--- config.mk ---
export PLATFORM = sky130hd
export DESIGN_NAME = tdm_tx
export DESIGN_NICKNAME = d
export VERILOG_FILES = /design/src/rtl/tdm_tx.sv
export SDC_FILE = /design/constraint.sdc
export NUM_CORES = 1
export LEC_CHECK = 0
export ABC_CLOCK_PERIOD_IN_PS = 1500
export BUFFER_PORTS_ARGS = -buffer_cell sky130_fd_sc_hd__buf_2
export CORE_UTILIZATION = 53
export DETAILED_ROUTE_END_ITERATION = 8
export GPL_TIMING_DRIVEN = 0
export PLACE_DENSITY = 0.76
export SYNTH_ARGS = -nofsm -noshare
export SYNTH_HDL_FRONTEND = slang
export SYNTH_SLANG_ARGS = --single-unit
--- constraint.sdc ---
create_clock -name clk -period 1.5 [get_ports clk]
set_input_delay 0.075 -clock clk [delete_from_list [all_inputs] [get_ports clk]]
set_output_delay 0.075 -clock clk [all_outputs]
set_load 0.05 [all_outputs]
--- src/rtl/tdm_tx.sv ---
// TDM transmitter: four signed channels serialised MSB-first, left-justified, into a 4-slot frame with bick/lrck.
// Latency: a set captured before a frame boundary appears on sdout starting at that boundary's bick fall.
// Backpressure: none; the set is acked when it enters the shift register, and a boundary without a fresh set repeats the last one and raises sticky underrun.
module tdm_tx #(
    parameter int W    = 16,
    parameter int SLOT = 32,
    parameter int DIV  = 2
) (
    input  logic         clk,
    input  logic         rst,
    input  logic         sample_valid,
    input  logic [W-1:0] sample_out0,
    input  logic [W-1:0] sample_out1,
    input  logic [W-1:0] sample_out2,
    input  logic [W-1:0] sample_out3,
    output logic         bick,
    output logic         lrck,
    output logic         sdout,
    output logic         sample_ack,
    output logic         underrun
);
    localparam int FB = 4 * SLOT;
    localparam int BW = $clog2(FB);
    localparam int DW = (DIV > 1) ? $clog2(DIV) : 1;
    localparam logic [DW-1:0] DIV_LAST = DW'(DIV - 1);
    localparam logic [BW-1:0] BIT_LAST = BW'(FB - 1);

    logic [DW-1:0] div_cnt;
    logic [BW-1:0] bit_cnt;
    logic [W-1:0]  hold [4];
    logic          pending;
    logic [FB-1:0] shreg;
    logic [FB-1:0] frame_img;
    logic          tc;
    logic          bit_evt;
    logic          boundary;

    // A bit event is the terminal count that drives bick from 1 to 0.
    assign tc       = (div_cnt == DIV_LAST);
    assign bit_evt  = tc && bick;
    assign boundary = bit_evt && (bit_cnt == BIT_LAST);

    // sdout and lrck derive from state that only moves on bit events, so they
    // hold steady across the following bick rising edge.
    assign sdout = shreg[FB-1];
    assign lrck  = (bit_cnt == '0);

    // Divider: bick toggles every DIV clocks.
    always_ff @(posedge clk or negedge rst) begin
        if (!rst) begin
            div_cnt <= '0;
            bick    <= 1'b0;
        end else if (tc) begin
            div_cnt <= '0;
            bick    <= ~bick;
        end else begin
            div_cnt <= div_cnt + DW'(1);
        end
    end

    // Frame bit position; reset value makes the first bick fall frame bit 0.
    always_ff @(posedge clk or negedge rst) begin
        if (!rst) begin
            bit_cnt <= BIT_LAST;
        end else if (bit_evt) begin
            bit_cnt <= boundary ? '0 : bit_cnt + BW'(1);
        end
    end

    // Holding register: newest set wins; a valid on the boundary clock is kept for the next frame.
    always_ff @(posedge clk or negedge rst) begin
        if (!rst) begin
            for (int k = 0; k < 4; k++) hold[k] <= '0;
            pending <= 1'b0;
        end else if (sample_valid) begin
            hold[0] <= sample_out0;
            hold[1] <= sample_out1;
            hold[2] <= sample_out2;
            hold[3] <= sample_out3;
            pending <= 1'b1;
        end else if (boundary) begin
            pending <= 1'b0;
        end
    end

    // Frame image: slot k carries channel k left-justified, slot 0 sent first.
    // With no fresh set, holding still equals the last set sent, so it is reused as is.
    always_comb begin
        frame_img = '0;
        frame_img[FB-1 -: W]          = hold[0];
        frame_img[FB-1-SLOT -: W]     = hold[1];
        frame_img[FB-1-2*SLOT -: W]   = hold[2];
        frame_img[FB-1-3*SLOT -: W]   = hold[3];
    end

    // Shift register load/shift plus ack pulse and sticky underrun.
    always_ff @(posedge clk or negedge rst) begin
        if (!rst) begin
            shreg      <= '0;
            sample_ack <= 1'b0;
            underrun   <= 1'b0;
        end else begin
            sample_ack <= boundary && pending;
            if (boundary) begin
                shreg <= frame_img;
                if (!pending) underrun <= 1'b1;
            end else if (bit_evt) begin
                shreg <= {shreg[FB-2:0], 1'b0};
            end
        end
    end

endmodule

==> results of run 1 <==
## routing by layer
metal  routed length [um]  part of all wire [%]  track usage, %  up-vias
met2                13020                    50           54.92      444
met4                 1400                   5.3           17.01        0
li1                     -                     -               -     2997
met3                 2063                   7.9           7.388      153
met5                    0                     0               0        -
met1                 9707                    37           40.52     3594
## repair_timing
item / 4_1_cts / 5_1_grt
cloned: 14 / 1
buffers inserted: 27 / 11
setup endpoints to repair: 120 / 123
pin swaps: 157 / 10
resized for setup: 202 / 49
hold buffers: 65 / 0
hold endpoints to repair: 141 / 0
## registers in the layout, indices dropped and copies added (netlist names)
| name | cells |
|---|---|
| shreg | 112 |
| frame_img | 64 |
| bit_cnt | 7 |
| bick | 1 |
| div_cnt | 1 |
| pending | 1 |
| sample_ack | 1 |
| underrun | 1 |
## cell type report
class,count,area (um2)
Timing Repair Buffer,186,1794
Sequential cell,188,4716
Multi-Input combinational cell,496,3457
Buffer,60,523.0
Inverter,3,11.26
Clock inverter,11,108.9
Tap cell,184,230.2
Clock buffer,21,470.5
Fill cell,744,3278
## path summary, 6_finish.rpt
check	to	startpoint	cells after the start	slack, ns
setup / recovery	shreg[50]$_DFFE_PN0P_	bit_cnt[0]$_DFFE_PN1P_	7	-0.49
hold / removal	frame_img[89]$_DFFE_PN0P_	sample_valid	2	0.10
setup reg to reg	shreg[50]$_DFFE_PN0P_	bit_cnt[0]$_DFFE_PN1P_	7	-0.49
hold reg to reg	shreg[76]$_DFFE_PN0P_	shreg[76]$_DFFE_PN0P_	2	0.48
max in group asynchronous	frame_img[95]$_DFFE_PN0P_	rst	3	0.37
min in group asynchronous	shreg[106]$_DFFE_PN0P_	rst	2	0.21
## worst max-delay path, delay by kind of cell (launching register included)
family          cells  cell delay (ns)
compound gates      2             0.40
flops               1             0.59
fa+ha+maj           1             0.17
buf+inv             3             0.51
simple gates        1             0.17
## metrics by stage
stage	setup WS, ns	hold WS, ns	instances	power (uW)
2_1_floorplan	-0.06850	-0.2206	750	5610
4_1_cts	-0.4177	0.1119	1143	10380
3_3_place_gp	-3.044	0.3070	1004	5847
6_report	-0.4857	0.1048	1149	10500
5_1_grt	-0.5334	0.1213	1149	10750
3_5_place_dp	-0.3132	0.1105	1005	5874
## synthesized netlist by cell type (2+ instances only)
| master | number |
|---|---|
| nor2_1 | 35 |
| dfrtp_1 | 181 |
| nand2_1 | 163 |
| clkbuf_1 | 15 |
| and4_1 | 2 |
| inv_1 | 3 |
| buf_4 | 12 |
| buf_6 | 4 |
| o21ai_1 | 27 |
| ha_1 | 2 |
| dfstp_2 | 7 |
| a32o_1 | 2 |
| o211ai_1 | 32 |
| clkbuf_2 | 5 |
| a31oi_1 | 33 |
| xnor2_1 | 3 |
| buf_2 | 27 |
| o21ai_0 | 57 |
| nand3_1 | 63 |
| mux2_2 | 64 |
| and2_1 | 2 |
## cells by family after synthesis
logic type	share of synthesized area, %
AND/OR/NAND/NOR	14.64
AO/OA/AOI/OAI	11.49
XOR/XNOR	0.4419
flip-flops	59.44
adder cells (fa/ha/maj)	0.3156
buffers and inverters	4.576
multiplexers	9.089
## report_power, final
| group | internal [uW] | switching (uW) |
|---|---|---|
| sequential | 5240 | 146 |
| clock | 2440 | 2080 |
| combinational | 339 | 251 |
| total | 8020 | 2480 |
==> metrics, run 1 <==
run status=finished with violations; failing checks=design-rule violations, negative setup slack; DRT antenna net count=0; Initial DRT Pass Iterations=8; worst rel slew slack=38.83%; DRT Wirelength=26.19 mm; Routed WL per cell=22.79 um; antenna violations before repair=0; FFs w/ async S/R, synth=100.0%; Initial Util=54.35%; top_reg_cell synth=dfrtp_1; drt via density=6.256; H-tree depth=4; Sink Count=188; Area Growth Syn to Fin=42.65%; I/O pins=72; Synth top area share=57.12%; maxcap violations=0; max-slew violation count=0; Mapped Avg Cell Area=10.57 um2; Die W=124.3 um; dpl hpwl=11.66 mm; clock buffer depth=2; Final setup violation count=120; FP Rows=44; register area share after synthesis=59.44%; FF+latch count, synth=188; Final min period=1.986 ns; type of the worst min-delay path=in2reg; smallest setup slack after layout=-0.4857 ns; clock tree root driver cell=clkbuf_16; crit-path cells=buf_12, ha_4, nand4_4, buf_4, clkbuf_4, o21ai_0, a31oi_1; CP Launch Type=register; commonest non-fill, non-tap cell in the layout=dfrtp_1; Setup Crit Path Kind=reg2reg; P_leak=0.004812 uW; Ant. Diodes=0; Arr. time, crit path=2.29 ns; share of cells above drive strength 1=41.24%; CP peak stage delay=0.59 ns; Fmax=0.5036 GHz; final worst-path cycle share=132.4%; largest cells by area after synthesis=dfrtp_1 57%, mux2_2 9.1%, nand2_1 7.7%, nand3_1 4.0%, o21ai_0 3.6%; Post-Syn Nets=819; final global-route overflow total=0; end-of-flow core utilization=77.53%; Syn Inst Count=750; first-pass GRT wire length=39.54 mm; drt first-iter violations=916; most frequent cells in the layout=179 x dfrtp_1, 162 x nand2_1, 88 x buf_2, 65 x dlygate4sd3_1, 64 x mux2_2; vias in the first global route=7509; unrepaired setup endpoints after global routing=yes; Post-synth EDFFs=0; P per Cell Area=928.2 nW/um2; worst vdd ir=0.001031 V; CP Max Fanout=10; Die Height=124.3 um; Hold Fails Final Rpt=0; total track usage=33.06%; Synth cell types=32; Via Count=7188; die area=15450 um2; worst-margin pin slew=0.9175 ns; fin area=11310 um2; Clock Latency Late Sink=0.45 ns; top cell type by total area after synthesis=dfrtp_1; Core ar.=14590 um2; Final #Nets=1021; TritonCTS Buffers=17; DRC=1; GPL Wtd Cong=0.8083; clk_skew=0.01515 ns; Syn. warnings=0; crit path capture type=register; post-placement cell area=8603 um2; TritonCTS clock tree=built; setup TNS=-40.72 ns; Slowest-stage cell, CP=dfstp_2; # port buffers=70; clk slew on worst S/H paths=0.07 ns; cell area after synthesis=7929 um2; CP required=1.81 ns; largest net degree at the start of global routing=107
Note: power is estimated with default switching activity, not from simulation.
==> run 2: changes to the inputs <==
--- a/config.mk
+++ b/config.mk
@@ -16 +16,2 @@
 export SYNTH_SLANG_ARGS = --single-unit
+export TNS_END_PERCENT = 1
--- a/constraint.sdc
+++ b/constraint.sdc
@@ -3,2 +3,2 @@
 set_output_delay 0.075 -clock clk [all_outputs]
-set_load 0.05 [all_outputs]
+set_load 0.005 [all_outputs]
==> metrics, run 2 (synthesized netlist as in run 1, its figures left out) <==
run status=finished with violations; failing checks=negative setup slack; clk_skew=0.01137 ns (-0.003777 ns); drt via density=5.613 (-10%); Final setup violation count=119 (-0.83%); clk slew on worst S/H paths=0.07 ns (about the same); smallest setup slack after layout=-0.3895 ns (+0.09624 ns); WHS Path Cells=2 (unchanged); reg2reg end=shreg[89]$_DFFE_PN0P_; Arr. time, crit path=1.81 ns (-0.48 ns); worst-margin pin slew=0.8258 ns (-0.09170 ns); share of cells above drive strength 1=25.41% (-16 points); maxcap violations=0 (unchanged); worst rel slew slack=44.95% (+6.1 points); Post-CTS Setup Bufs=0 (-100%); DRC=0 (-1); FP Rows=44 (unchanged); dpl hpwl=11.39 mm (-2.3%); clock tree root driver cell=clkbuf_16; type of the worst min-delay path=in2reg; Hold Crit Start=sample_valid; Worst Hold End=frame_img[89]$_DFFE_PN0P_; top layer in use=met4; total track usage=25.52% (-7.5 points); met2 wire len=9.137 mm (-30%); area occupied by registers=4715 um2 (about the same); I/O pins=72 (unchanged); Worst R2R Path Depth=6 (-1); max FFs per register=112 (unchanged); TritonCTS clock tree=built; met3 wire length=990 um (-52%); max-slew violation count=0 (unchanged); most flop-heavy register=shreg; # port buffers=70 (unchanged); antenna violations before repair=0 (unchanged); first-pass GRT wire length=31.30 mm (-21%); commonest non-fill, non-tap cell in the layout=dfrtp_1; reg2reg start=bit_cnt[0]$_DFFE_PN1P_; worst vdd ir=0.0008875 V (-14%); DRT Wirelength=18.71 mm (-29%); DRT antenna net count=0 (unchanged); Setup Crit Path Kind=reg2out; multi-input logic area=2898 um2 (-16%); Setup WS pre-CTS=-0.3186 ns (-0.005417 ns); final global-route overflow total=0 (unchanged); Area Growth Syn to Fin=25.07%; clock buffer depth=2 (unchanged); unrepaired setup endpoints after global routing=yes; CP peak stage delay=0.47 ns (-0.12 ns); Ant. Diodes=0 (unchanged); non-filler instance count after layout=1101 (-4.2%); Initial Util=54.35% (unchanged); Core ar.=14590 um2 (unchanged); CP required=1.42 ns (-0.39 ns); M1 WL=8.306 mm (-14%); Clock Latency Late Sink=0.44 ns (about the same); CP Max Fanout=6 (-4); crit path capture type=output port; Routed WL per cell=16.99 um (-25%); die area=15450 um2 (unchanged); Sink Count=188 (unchanged); P per Cell Area=1047 nW/um2 (+13%); drt first-iter violations=467 (-49%); most frequent cells in the layout=180 x dfrtp_1, 162 x nand2_1, 90 x buf_2, 65 x dlygate4sd3_1, 64 x mux2_2; P_leak=0.004286 uW (-11%); final worst-path cycle share=126.0% (-6.4 points); crit-path cells=inv_1, ha_1, or4b_4, nor3_4, buf_2; fill cell count=1028 (+38%); CP Launch Type=register; Fmax=0.5292 GHz (+5.1%); vias in the first global route=6169 (-18%); Die W=124.3 um (unchanged); Hold Fails Final Rpt=0 (unchanged); Via Count=6180 (-14%); Final #Nets=974 (-4.6%); dpl cells=1005 (unchanged); H-tree depth=4 (unchanged); largest net degree at the start of global routing=107 (unchanged); Slowest-stage cell, CP=or4b_4; GPL Wtd Cong=0.8022 (-0.75%); Initial DRT Pass Iterations=5 (-3); Final min period=1.889 ns (-0.09623 ns); TritonCTS Buffers=17 (unchanged); Die Height=124.3 um (unchanged); r2r setup slk=-0.33 ns (+0.16 ns)
==> run 2: cell count changes in the layout (fill, tap and decap cells not counted), moves of 7 or more <==
cell,delta
o21ai_0,+38
buf_12,-11
buf_6,-8
buf_8,-12
nand3_1,+58
buf_16,-7
o21ai_2,-45
o21ai_1,+12
nand3_2,-58
buf_4,-10
==> run 2: area by class of cell <==
type | count | share of cell area (%)
tap | 184 | 2.321
clock buffer | 18 | 4.428
clock inverter | 13 | 1.350
multi-input combinational | 496 | 29.22
inverter | 3 | 0.1136
timing repair buffer | 136 | 10.47
buffer | 63 | 4.555
sequential | 188 | 47.54
==> run 2: power by group <==
part           switching (uW)  total, uW  internal, uW  leakage [uW]
Combinational             230        569           340       0.00157
Sequential                105       5350          5240       0.00245
Clock                    2100       4470          2370      0.000271
Total                    2430      10400          7950       0.00429
==> run 2: worst max-delay path: cells and delay by family (launching register included) <==
kind	cells	cell delay [ns]
and+or+nand+nor	2	0.63
DFF	1	0.41
buffers and inverters	2	0.20
adders and majority gates	1	0.13
==> run 2: how the worst max path moves through the flow <==
stage | to | from | cells past startpoint
floorplan | bit_cnt[3]$_DFFE_PN1P_ | bit_cnt[0]$_DFFE_PN1P_ | 6
global placement | frame_img[88]$_DFFE_PN0P_ | rst | 1
detailed placement | shreg[89]$_DFFE_PN0P_ | bit_cnt[0]$_DFFE_PN1P_ | 6
CTS | lrck | bit_cnt[0]$_DFFE_PN1P_ | 5
global route | lrck | bit_cnt[0]$_DFFE_PN1P_ | 5
finish | lrck | bit_cnt[0]$_DFFE_PN1P_ | 5
==> run 2: what timing repair did <==
| action | 4_1_cts | 5_1_grt |
|---|---|---|
| hold endpoints to repair | 145 | 0 |
| resized for setup | 29 | 12 |
| endpoints found under the setup margin | 120 | 122 |
| hold buffers | 65 | 0 |
| pin swaps | 13 | 5 |
| gates cloned | 0 | 0 |
==> run 2: metrics by stage <==
stage / power [uW] / TNS [ns] / cell area, um2 / util, % / hold WS, ns
2_1_floorplan: 5610 / 0 / 7965 / - / -0.2206
3_3_place_gp: 5848 / -522.38 / 8546 / 58.58 / 0.3066
3_5_place_dp: 5874 / -22.57 / 8583 / 58.83 / 0.1062
4_1_cts: 10410 / -19.51 / 9901 / 67.86 / 0.09588
5_1_grt: 10710 / -28.98 / 9917 / 67.98 / 0.1097
6_report: 10380 / -19.06 / 9917 / 67.98 / 0.1180
==> run 2: metal layers <==
| metal | up-vias | track usage [%] |
|---|---|---|
| met5 | - | 0 |
| met4 | 0 | 7.371 |
| met3 | 24 | 5.842 |
| met2 | 186 | 41.05 |
| met1 | 3067 | 34.81 |
| li1 | 2903 | - |
